**src/rtl/instr_fetch_if.sv**
```systemverilog
// Instruction-memory handshake between the fetch stage (master) and imem (slave).
// Signal names carry the fetch stage's direction suffixes so traces read the same on both sides.
interface instr_fetch_if;
    logic        imem_req_o;
    logic [31:0] imem_addr_o;
    logic        imem_ready_i;
    logic [31:0] imem_data_i;

    // imem_data_i is valid for imem_addr_o only in a cycle where imem_ready_i is high;
    // the memory answers only for the address presented in that same cycle.
    modport master (
        output imem_req_o,
        output imem_addr_o,
        input  imem_ready_i,
        input  imem_data_i
    );

    modport slave (
        input  imem_req_o,
        input  imem_addr_o,
        output imem_ready_i,
        output imem_data_i
    );
endinterface

```
**src/rtl/instr_fetch.sv**
```systemverilog
// MIPS fetch stage: PC register, imem request, one-entry hold buffer and IF/ID register.
// Redirect/flush beat stall; a word returned while stalled parks in the hold buffer.
module instr_fetch #(
    parameter logic [31:0] RESET_PC = 32'h0000_0000
) (
    input  logic                 clk_i,
    input  logic                 rst_i,
    input  logic                 stall_i,
    input  logic                 flush_i,
    input  logic                 redirect_i,
    input  logic [31:0]          redirect_pc_i,
    instr_fetch_if.master        imem,
    output logic [31:0]          instr_o,
    output logic [31:0]          pc_plus4_o,
    output logic                 valid_o,
    output logic                 fsm_state_o
);
    typedef enum logic {
        S_FETCH = 1'b0,
        S_HOLD  = 1'b1
    } state_e;

    state_e      state_q, state_d;
    logic [31:0] pc_q, pc_d;
    logic [31:0] instr_q, instr_d;
    logic [31:0] pc_plus4_q, pc_plus4_d;
    logic        valid_q, valid_d;
    logic [31:0] hold_instr_q, hold_instr_d;
    logic [31:0] hold_pc_plus4_q, hold_pc_plus4_d;

    logic [31:0] pc_seq;
    logic        eff_stall;
    logic        unused_redirect_lsbs;

    assign pc_seq               = pc_q + 32'd4;
    assign eff_stall            = stall_i && !flush_i;
    assign unused_redirect_lsbs = ^redirect_pc_i[1:0];

    always_comb begin
        state_d         = state_q;
        pc_d            = pc_q;
        instr_d         = instr_q;
        pc_plus4_d      = pc_plus4_q;
        valid_d         = valid_q;
        hold_instr_d    = hold_instr_q;
        hold_pc_plus4_d = hold_pc_plus4_q;

        if (redirect_i) begin
            // Returned word and any parked word are dropped by simply returning to FETCH.
            pc_d    = {redirect_pc_i[31:2], 2'b00};
            state_d = S_FETCH;
            if (flush_i || !stall_i) begin
                instr_d    = 32'h0;
                pc_plus4_d = 32'h0;
                valid_d    = 1'b0;
            end
        end else begin
            if (state_q == S_FETCH) begin
                if (imem.imem_ready_i) begin
                    pc_d = pc_seq;
                    if (eff_stall) begin
                        hold_instr_d    = imem.imem_data_i;
                        hold_pc_plus4_d = pc_seq;
                        state_d         = S_HOLD;
                    end else begin
                        instr_d    = imem.imem_data_i;
                        pc_plus4_d = pc_seq;
                        valid_d    = 1'b1;
                    end
                end else if (!eff_stall) begin
                    instr_d    = 32'h0;
                    pc_plus4_d = 32'h0;
                    valid_d    = 1'b0;
                end
            end else if (!eff_stall) begin
                instr_d    = hold_instr_q;
                pc_plus4_d = hold_pc_plus4_q;
                valid_d    = 1'b1;
                state_d    = S_FETCH;
            end

            // A flush overrides whatever would have entered IF/ID this cycle.
            if (flush_i) begin
                instr_d    = 32'h0;
                pc_plus4_d = 32'h0;
                valid_d    = 1'b0;
            end
        end
    end

    always_ff @(posedge clk_i) begin
        if (rst_i) begin
            state_q         <= S_FETCH;
            pc_q            <= {RESET_PC[31:2], 2'b00};
            instr_q         <= 32'h0;
            pc_plus4_q      <= 32'h0;
            valid_q         <= 1'b0;
            hold_instr_q    <= 32'h0;
            hold_pc_plus4_q <= 32'h0;
        end else begin
            state_q         <= state_d;
            pc_q            <= pc_d;
            instr_q         <= instr_d;
            pc_plus4_q      <= pc_plus4_d;
            valid_q         <= valid_d;
            hold_instr_q    <= hold_instr_d;
            hold_pc_plus4_q <= hold_pc_plus4_d;
        end
    end

    assign imem.imem_req_o  = (state_q == S_FETCH) && !rst_i;
    assign imem.imem_addr_o = pc_q;
    assign instr_o          = instr_q;
    assign pc_plus4_o       = pc_plus4_q;
    assign valid_o          = valid_q;
    assign fsm_state_o      = (state_q == S_HOLD);
endmodule

```
**src/flat_wrapper.sv**
```systemverilog
// flat-port wrapper written by rule: the top's interface ports become plain ports
module instr_fetch_flat 
#(
    parameter logic [31:0] RESET_PC = 32'h0000_0000
)
  (clk_i, rst_i, stall_i, flush_i, redirect_i, redirect_pc_i, instr_o, pc_plus4_o, valid_o, fsm_state_o, imem_imem_req_o, imem_imem_addr_o, imem_imem_ready_i, imem_imem_data_i);
  instr_fetch_if imem_i ();
  input  logic clk_i;
  input  logic rst_i;
  input  logic stall_i;
  input  logic flush_i;
  input  logic redirect_i;
  input  logic [31:0] redirect_pc_i;
  output logic [31:0] instr_o;
  output logic [31:0] pc_plus4_o;
  output logic valid_o;
  output logic fsm_state_o;
  output wire logic [$bits(imem_i.imem_req_o)-1:0] imem_imem_req_o;
  output wire logic [$bits(imem_i.imem_addr_o)-1:0] imem_imem_addr_o;
  input wire logic [$bits(imem_i.imem_ready_i)-1:0] imem_imem_ready_i;
  input wire logic [$bits(imem_i.imem_data_i)-1:0] imem_imem_data_i;
  assign imem_imem_req_o = imem_i.imem_req_o;
  assign imem_imem_addr_o = imem_i.imem_addr_o;
  assign imem_i.imem_ready_i = imem_imem_ready_i;
  assign imem_i.imem_data_i = imem_imem_data_i;
  instr_fetch #(.RESET_PC(RESET_PC)) u_core (.clk_i(clk_i), .rst_i(rst_i), .stall_i(stall_i), .flush_i(flush_i), .redirect_i(redirect_i), .redirect_pc_i(redirect_pc_i), .imem(imem_i), .instr_o(instr_o), .pc_plus4_o(pc_plus4_o), .valid_o(valid_o), .fsm_state_o(fsm_state_o));
endmodule
```
**config.mk**
```make
export PLATFORM = sky130hd
export DESIGN_NAME = instr_fetch_flat
export DESIGN_NICKNAME = d
export VERILOG_FILES = /design/src/rtl/instr_fetch_if.sv /design/src/rtl/instr_fetch.sv /design/src/flat_wrapper.sv
export SDC_FILE = /design/constraint.sdc
export NUM_CORES = 1
export LEC_CHECK = 0
export CAP_MARGIN = 20
export CORE_ASPECT_RATIO = 1.2
export CORE_MARGIN = 8
export CORE_UTILIZATION = 32
export DETAILED_ROUTE_END_ITERATION = 7
export GPL_ROUTABILITY_DRIVEN = 0
export GPL_TIMING_DRIVEN = 0
export REMOVE_ABC_BUFFERS = 1
export SETUP_SLACK_MARGIN = 0.15
export SLEW_MARGIN = 30
export SYNTH_ARGS = -nofsm -noshare
export SYNTH_HDL_FRONTEND = slang
export SYNTH_SLANG_ARGS = --single-unit
```
**constraint.sdc**
```tcl
create_clock -name clk_i -period 6.3 [get_ports clk_i]
set_clock_uncertainty 0.05 [all_clocks]
set_input_delay 1.89 -clock clk_i [delete_from_list [all_inputs] [get_ports clk_i]]
set_output_delay 1.89 -clock clk_i [all_outputs]
set_load 0.02 [all_outputs]
```
==> metrics.md <==
| Metric | Value |
|---|---|
| Pre-CTS setup slack | `1.18 ns` |
| Ports | `169` |
| CP required | `4.36 ns` |
| Ys Warns | `0` |
| Initial antenna violation count | `0` |
| # resized after CTS | `0` |
| CP arrival | `3.15 ns` |
| Total track usage | `15.7%` |
| Nets | `1036` |
| Async set-reset flop share out of synthesis | `0%` |
| Reg2Reg Depth | `6` |
| Core area | `21000 sq um` |
| Max Slew Vio Count | `0` |
| Worst-Margin Slew | `0.789 ns` |
| Final Util | `44.4%` |
| Antenna cell count | `0` |
| Outcome | `finished, final reports clean` |
| Power per cell area | `247 nW/um^2` |
| Vias | `6115` |
| Post-synth EDFFs | `0` |
| Primary FF master, synth | `dfxtp_1` |
| Largest family of logic cells by synthesized area | `simple AND/OR/NAND/NOR gates` |
| FMAX | `197 MHz` |
| Hold_sp | `u_core.hold_pc_plus4_q[30]` |
| Crit. End Element | `output pin` |
| Adder-cell share of the synthesized area | `0.183%` |
| Worst hold path stage count | `2` |
| Period utilisation layout | `80.7%` |
| Final wirelength | `20.8 mm` |
| Mean Syn Cell Area | `8.14 sq um` |
| Number of cell rows | `58` |
| Syn-to-layout area delta | `36.3%` |
| Via density | `4.90` |
| Clk buf depth | `2` |
| Post-route ant nets | `0` |
| Drt pass-1 iters | `5` |
| CTS Hold Bufs | `0` |
| FF+latch count, synth | `156` |
| Relative slew slack | `47.4%` |
| Final Power | `2.30 mW` |
| Worst r2r src | `u_core.imem.imem_addr_o[2]` |
| Mean routed wirelength per cell | `16.6 microns` |
| Worst-Skew Late Latency | `0.42 ns` |
| Maximum Capacitance Violations | `0` |
| Yosys top cell area share | `45.7%` |
| Number of global-route vias before repair | `5815` |
| Drt drc | `0` |
| Top cells by count, synth | `156 x dfxtp_1, 156 x nand2_1, 90 x a21oi_1` |
| Postcts setup bufs | `0` |
| Synth top area cells | `dfxtp_1 46%, nand2_1 8.6%, a21oi_1 6.6%, o21ai_0 6.1%, xnor2_1 3.6%` |
| Synth area leader | `dfxtp_1` |
| CTS Sinks | `156` |
| Crit path kind | `in -> out` |
| Seq/Total Area, Yosys | `45.7%` |
| Synth Area in Compound Gates | `19.8%` |
| Largest net degree at the start of global routing | `65` |
| Layout cells sized above 1 | `7.16%` |
| Post-Synth Simple-Gate Area | `21.9%` |
| Root buffer cell | `clkbuf_16` |
| Fin. Hold Viols | `0` |
| CTS tree | `built` |
| Startpoint types | `input port` |
| Leakage Power | `3.29 nW` |
| Cells after Synth | `839` |
| Mux contribution to synthesized area | `0.586%` |
| H-Tree Depth | `4` |
| Min Tclk post-route | `5.09 ns` |
| Crit-path max FO | `38` |
| Post-synthesis xor/xnor area fraction | `6.41%` |
| Die W | `149 microns` |
| First DRT Iteration DRCs | `229` |
| Final setup margin | `1.21 ns` |
| Initial Util | `32.6%` |
| Min-delay worst type | `reg -> reg` |
| Setup Viol. Count Final | `0` |
| Distinct cells, synth | `50` |
| GR Overflow Total | `0` |
| Hpwl dp | `14.4 mm` |
| CTS buffer count | `17` |
| CP startpoint | `rst_i` |
| Peak VDD IR | `0.168 mV` |
| Die Span Y | `176 microns` |
| Mapped Area | `6830 sq um` |
| Die area | `26300 sq um` |
| Number of port buffers | `162` |
| Fin Hold WS | `0.399 ns` |
| Clk slew on worst S/H paths | `0.06 ns` |
| First-pass GRT wire length | `32.9 mm` |
| RSZ-0062 raised after global routing | `false` |
[layer usage]
metal / global-route usage, % / wire length (microns) / up-vias
met2: 26.0 / 9940 / 153
met5: 0 / 0 / -
met3: 4.51 / 1310 / 19
met4: 4.55 / 249 / 0
met1: 19.3 / 9270 / 2802
li1: - / - / 3141
[area by class of cell]
class / instances / area, sq um
flip-flops and latches: 156 / 3120
inverters: 20 / 75.1
multi-input cells: 597 / 3400
fillers: 2145 / 11700
well taps: 270 / 338
clock buffers: 23 / 478
repair buffers: 173 / 1790
clock inverters: 9 / 109
[stage by stage]
stage | setup TNS [ns] | instance area [sq um] | instances
finish | 0 | 9310 | 1248
global placement | -320.34 | 8510 | 1205
detailed placement | 0 | 8720 | 1216
global route | 0 | 9310 | 1248
floorplan | 0 | 6550 | 773
CTS | 0 | 9310 | 1248
[flip-flops by register name (all words and copies together), names as in the netlist]
register,flops
u_core.hold_instr_q,32
u_core.instr_o,32
u_core.hold_pc_plus4_q,30
u_core.imem.imem_addr_o,30
u_core.pc_plus4_o,30
u_core.fsm_state_o,1
u_core.valid_o,1
[final timing paths]
check,to,slack (ns)
setup / recovery,imem_imem_req_o,1.21
hold / removal,u_core.hold_pc_plus4_q[30],0.40
setup reg to reg,u_core.imem.imem_addr_o[30],3.70
hold reg to reg,u_core.hold_pc_plus4_q[30],0.40
[worst max-delay path, stage by stage]
cell and delay (ns):
buf_4 0.37, buf_12 0.26, nor2_1 0.06, clkdlybuf4s50_1 0.54
[placed cells by master, fill, tap and decap left out, drive strengths merged, types with 3 or more instances in the layout]
cell and instances:
clkdlybuf4s50 159, and2 3, or3 3, buf 14, clkbuf 23, a21oi 90, nand2b 3, nand2 156
nor2 23, o21a 15, nor3 18, o21ai 98, dfxtp 156, inv 23, nand3 14, a22oi 26
nor2b 6, nor4 7, and3 35, xnor2 28, conb 4, nand4 19, xor2 22, mux2i 4
and4 6, clkinv 3
[where the power goes]
part	switching (mW)	leakage, nW	internal [mW]
clock network	0.414	0.288	0.618
logic	0.114	1.73	0.111
registers	0.0330	1.27	1.01
[cell families (layout without fill, tap and decap cells)]
logic type,after synthesis,after routing
buf+inv,89,225
other cells,1,4
mux,4,4
simple gates,298,298
fa+ha+maj,1,1
compound gates,240,240
xor+xnor,50,50
flops,156,156
Note: power is estimated with default switching activity, not from simulation.
